$ cat src/rtl/clkdiv_pkg.sv
// Shared defaults and channel-state layout for the clkdiv_multi divider.
package clkdiv_pkg;

    localparam int DEF_NUM_CH     = 4;
    localparam int DEF_DIV_W      = 8;
    localparam int DEF_RESET_HALF = 1;

    typedef struct packed {
        logic [DEF_DIV_W-1:0] act_h;
        logic [DEF_DIV_W-1:0] pend_h;
        logic                 pend;
        logic [DEF_DIV_W-1:0] cnt;
        logic                 out;
    } ch_state_t;

endpackage

$ cat src/rtl/clkdiv_channel.sv
// One divider channel: half-period counter, output toggle, pending reload, tick.
// Tick flop present only when CLKDIV_TICK_EN is defined; otherwise tick is tied to 0.
module clkdiv_channel #(
    parameter int DIV_W      = 8,
    parameter int RESET_HALF = 1
) (
    input  logic             clk_in,
    input  logic             rst_n,
    input  logic             en,
    input  logic             resync,
    input  logic             wr,
    input  logic [DIV_W-1:0] wr_half,
    output logic             clk_out,
    output logic             tick,
    output logic             pend
);

    // Same field set as clkdiv_pkg::ch_state_t, sized by this instance's DIV_W.
    typedef struct packed {
        logic [DIV_W-1:0] act_h;
        logic [DIV_W-1:0] pend_h;
        logic             pend;
        logic [DIV_W-1:0] cnt;
        logic             out;
    } chan_st_t;

    chan_st_t st_q, st_d;
    logic     last;

    always_comb begin
        st_d = st_q;
        last = (st_q.cnt == st_q.act_h - DIV_W'(1));
        if (resync) begin
            st_d.cnt = '0;
            st_d.out = 1'b0;
            if (st_q.pend) begin
                st_d.act_h = st_q.pend_h;
                st_d.pend  = 1'b0;
            end
        end else if (st_q.pend && (st_q.act_h == '0 || !en)) begin
            // Nothing is running to wait for, so reload right away.
            st_d.act_h = st_q.pend_h;
            st_d.pend  = 1'b0;
            st_d.cnt   = '0;
            st_d.out   = 1'b0;
        end else if (en && st_q.act_h != '0) begin
            if (last) begin
                st_d.cnt = '0;
                st_d.out = ~st_q.out;
                if (st_q.out && st_q.pend) begin
                    st_d.act_h = st_q.pend_h;
                    st_d.pend  = 1'b0;
                end
            end else begin
                st_d.cnt = st_q.cnt + DIV_W'(1);
            end
        end
        // A write lands after any reload on this edge, so it waits for the next boundary.
        if (wr) begin
            st_d.pend   = 1'b1;
            st_d.pend_h = wr_half;
        end
    end

    always_ff @(posedge clk_in or negedge rst_n) begin
        if (!rst_n) begin
            st_q.act_h  <= DIV_W'(RESET_HALF);
            st_q.pend_h <= '0;
            st_q.pend   <= 1'b0;
            st_q.cnt    <= '0;
            st_q.out    <= 1'b0;
        end else begin
            st_q <= st_d;
        end
    end

`ifdef CLKDIV_TICK_EN
    logic tick_q;

    // out only rises through a toggle, so a 0->1 transition of the register is the tick.
    always_ff @(posedge clk_in or negedge rst_n) begin
        if (!rst_n) tick_q <= 1'b0;
        else        tick_q <= ~st_q.out & st_d.out;
    end

    assign tick = tick_q;
`else
    assign tick = 1'b0;
`endif

    assign clk_out = st_q.out;
    assign pend    = st_q.pend;

endmodule

$ cat src/rtl/clkdiv_multi.sv
// Multi-channel synchronous clock divider: config decode, ready mux, channel array.
// Define CLKDIV_TICK_EN to build the per-channel tick pulse logic.
module clkdiv_multi
    import clkdiv_pkg::*;
#(
    parameter  int NUM_CH     = DEF_NUM_CH,
    parameter  int DIV_W      = DEF_DIV_W,
    parameter  int RESET_HALF = DEF_RESET_HALF,
    localparam int CH_W       = (NUM_CH > 1) ? $clog2(NUM_CH) : 1
) (
    input  logic              clk_in,
    input  logic              rst_n,
    input  logic [NUM_CH-1:0] en,
    input  logic              resync,
    input  logic              cfg_valid,
    output logic              cfg_ready,
    input  logic [CH_W-1:0]   cfg_ch,
    input  logic [DIV_W-1:0]  cfg_half,
    output logic [NUM_CH-1:0] clk_out,
    output logic [NUM_CH-1:0] tick
);

    logic [NUM_CH-1:0] pend;
    logic [NUM_CH-1:0] wr;

    // Unmapped channel numbers stay ready and match no channel, so the write is dropped.
    always_comb begin
        cfg_ready = 1'b1;
        for (int i = 0; i < NUM_CH; i++) begin
            if (cfg_ch == CH_W'(i)) cfg_ready = ~pend[i];
        end
        for (int i = 0; i < NUM_CH; i++) begin
            wr[i] = cfg_valid && cfg_ready && (cfg_ch == CH_W'(i));
        end
    end

    for (genvar i = 0; i < NUM_CH; i++) begin : g_ch
        clkdiv_channel #(
            .DIV_W      (DIV_W),
            .RESET_HALF (RESET_HALF)
        ) u_ch (
            .clk_in  (clk_in),
            .rst_n   (rst_n),
            .en      (en[i]),
            .resync  (resync),
            .wr      (wr[i]),
            .wr_half (cfg_half),
            .clk_out (clk_out[i]),
            .tick    (tick[i]),
            .pend    (pend[i])
        );
    end

endmodule

$ cat config.mk
export PLATFORM = sky130hd
export DESIGN_NAME = clkdiv_multi
export DESIGN_NICKNAME = d
export VERILOG_FILES = /design/src/rtl/clkdiv_pkg.sv /design/src/rtl/clkdiv_channel.sv /design/src/rtl/clkdiv_multi.sv
export SDC_FILE = /design/constraint.sdc
export NUM_CORES = 1
export LEC_CHECK = 0
export CORE_MARGIN = 2
export CORE_UTILIZATION = 55
export CTS_CLUSTER_DIAMETER = 200
export DETAILED_ROUTE_END_ITERATION = 7
export GPL_TIMING_DRIVEN = 0
export PLACE_DENSITY = 0.76
export REMOVE_ABC_BUFFERS = 1
export SLEW_MARGIN = 15
export SYNTH_ARGS = -nofsm -noshare
export SYNTH_HDL_FRONTEND = slang
export SYNTH_SLANG_ARGS = --single-unit
$ cat constraint.sdc
create_clock -name clk_in -period 2.6 [get_ports clk_in]
set_input_delay 0.52 -clock clk_in [delete_from_list [all_inputs] [get_ports clk_in]]
set_output_delay 0.52 -clock clk_in [all_outputs]
set_load 0.005 [all_outputs]
==> results of run 1 <==
## kinds of logic (layout without fill, tap and decap cells)
logic type / after synthesis / count (layout) / synth area share
compound gates: 90 / 90 / 0.1159
xor+xnor: 49 / 49 / 0.07527
fa+ha+maj: 12 / 12 / 0.02551
buf+inv: 42 / 67 / 0.03360
flops: 104 / 104 / 0.4431
mux: 66 / 66 / 0.1331
other cells: 1 / 4 / 0.0006373
simple gates: 174 / 174 / 0.1729
## per-stage QoR
stage | total power (W) | cell area, µm² | setup TNS (ns)
CTS | 0.005247 | 6440 | -0.007190
finish | 0.005424 | 6586 | 0
global placement | 0.004150 | 6156 | -294.48
detailed placement | 0.004251 | 6196 | -12.98
floorplan | 0.003788 | 5766 | 0
global route | 0.005761 | 6586 | -0.1029
## synthesized netlist by cell type (all sizes together) (11+ instances only)
cell type	number
xnor2	19
nand2	18
nor3	13
nor2	44
xor2	29
ha	12
o21ai	12
clkbuf	13
mux2	64
dfrtp	100
a21oi	16
buf	11
nand3	13
inv	18
## area by class of cell
| cell class | instances | share of cell area |
|---|---|---|
| tap | 136 | 0.02584 |
| clock inverter | 2 | 0.002090 |
| multi-input combinational | 395 | 0.4909 |
| sequential | 104 | 0.3959 |
| timing repair buffer | 34 | 0.04939 |
| clock buffer | 13 | 0.02565 |
| inverter | 18 | 0.01026 |
## final timing paths
kind / to / slack (ns)
max: g_ch[1].u_ch.pend / 0.08
min: g_ch[1].u_ch.st_q[25] / 0.06
max reg2reg: g_ch[1].u_ch.pend / 0.08
min reg2reg: g_ch[3].u_ch.st_q[21] / 0.51
max in group asynchronous: g_ch[3].u_ch.st_q[18] / 1.88
min in group clk_in: g_ch[3].u_ch.st_q[21] / 0.51
## worst max-delay path, stage by stage (launching register included)
cell and delay (ns):
dfrtp_1 0.48, nor4_1 0.42, a21oi_1 0.14, o22ai_1 0.45, nor4_4 0.07, buf_4 0.15, buf_4 0.12, buf_4 0.12
buf_4 0.12, buf_4 0.12, buf_4 0.12, o21bai_1 0.14
## registers in the layout (all words and copies together) (netlist names)
name and flops:
g_ch.u_ch.clk_out 4, g_ch.u_ch.pend 4, g_ch.u_ch.st_q 96
## per-layer routing
metal	vias up	GRT usage	part of all wire
li1	1996	-	-
met1	2098	0.2938	0.46
met2	94	0.3481	0.49
met3	19	0.02482	0.034
met4	0	0.08516	0.017
met5	-	0	0
## power by group through the flow
stage          combinational (W)  sequential [W]  clock (W)
6_report                 0.00196         0.00251   0.000954
4_1_cts                  0.00177         0.00250   0.000974
3_3_place_gp             0.00164         0.00251          0
2_1_floorplan            0.00141         0.00238          0
3_5_place_dp             0.00172         0.00253          0
5_1_grt                  0.00215         0.00258    0.00103
## timing repair
action	CTS	global route
buffers inserted	7	3
gates cloned	0	0
setup endpoints to repair	39	50
pin swaps	3	8
resized for setup	7	16
==> results.md, run 1 <==
- Status: complete, no violations
- Via density per instance: 5.993
- Ys flop type: dfrtp_1
- Syn Std Cell Area: 0.005884 mm²
- Synth unique cells: 79
- DRT antenna net count: 0
- Layout cells sized above 1: 0.2473
- Core footprint: 0.01037 mm²
- Worst reg2reg path depth: 11
- WP data arrival: 2.80 ns
- CTS tree: done
- DIE AREA: 0.01154 mm²
- H-tree lvl count: 3
- I/O Buffers: 22
- Largest buffer count on any clock path: 2
- Startpoint Class: flip-flop
- Sequential share of power: 0.463
- DR WL/cell: 16.92 µm
- DRC: 0
- Num ports: 27
- Die Y: 107.4 µm
- CP Max Fanout: 9
- Die span in x: 107.4 µm
- Vias in the first global route: 4102
- Net switching power: 0.001977 W
- Starting DRC count in detailed routing: 194
- WP data required: 2.89 ns
- Max-slew violations: 0
- Inserted Diodes: 0
- Net Sw Frac: 0.3644
- Pre-antenna DRT Iters: 5
- Multi-input logic area: 0.003233 mm²
- Hold buffer count at CTS: 0
- Final setup skew: 0.01054 ns
- Clock power frac: 0.176
- Area Overhead vs Synth: 11.93%
- Fmax: 397.5 MHz
- DP Worst Slack: -0.4857 ns
- Area leader, netlist: dfrtp_1
- Top cells by area, synth: dfrtp_1 43%, mux2_2 11%, xor2_1 4.3%, xnor2_1 2.8%, nor2_1 2.7%
- Pin count of the biggest net entering global routing: 66
- Share of the synthesized area in the top cell type: 0.4253
- Min Hold Slack: 0.05566 ns
- Synth Register Bits: 104
- Peak VDD IR: 0.5215 mV
- Setup violators final: 0
- Total vias in the final route: 4207
- Critical Path Sink Type: flip-flop
- Yosys Warn Count: 0
- Mapped Cells: 538
- FFs w/ async S/R, synth: 1.000
- Fillers: 827
- Clk slew on worst S/H paths: 0.10 ns
- Relative slew margins: 0.2843
- Row count: 37
- Clk root buf: clkbuf_8
- P_int: 0.003447 W
- Hold WC Path Type: in2async
- Power Dens Cells: 823.5 mW/mm²
- Leakage: 2.862 nW
- Max cap viols: 0
- Initial core utilization: 0.5674
- Critical path class: reg2reg
- RePlAce Congestion: 0.8523
- Fin crit period: 2.516 ns
- Sink Count: 104
- Critical path launch point: g_ch[1].u_ch.st_q[20]
- First-pass GRT wire length: 19490 µm
- Total GRT Usage: 0.2137
- CTS buffer count: 9
- Initial antenna violation count: 0
- GRT overflow: 0
- Clk Latency, worst-skew pair: 0.36 ns
- DPL Wire Length: 8267 µm
- Post-synth EDFFs: 0
- Total Wirelength: 11880 µm
- Seq/Total Area, Yosys: 0.4431
- Comb pwr share: 0.361
- Worst setup margin: 0.08444 ns
- Placed cells: 677
- Final core occ: 0.6351
- Fin nets: 592
- Commonest non-fill, non-tap cells in the layout: 100 x dfrtp_1, 56 x mux2_2, 43 x nor2_1, 29 x xor2_1, 19 x xnor2_1
- FF+latch area: 0.002608 mm²
- Most common cell after layout, fill and taps aside: dfrtp_1
- Avg Cell Area, Syn: 10.94 µm²
- Non-filler instance count after layout: 702
- Final hold violation count: 0
- FF-to-FF Start: g_ch[1].u_ch.st_q[20]
- Fin crit share: 0.9675
- Worst-Margin Slew: 1.074 ns
No activity file was read; power rests on OpenSTA's default activity.
==> run 2, diff against run 1 <==
Settings changed: CTS_CLUSTER_DIAMETER 200 to 30.
==> results of run 2 <==
Final layout, timing and power as in run 1 (identical DEF).
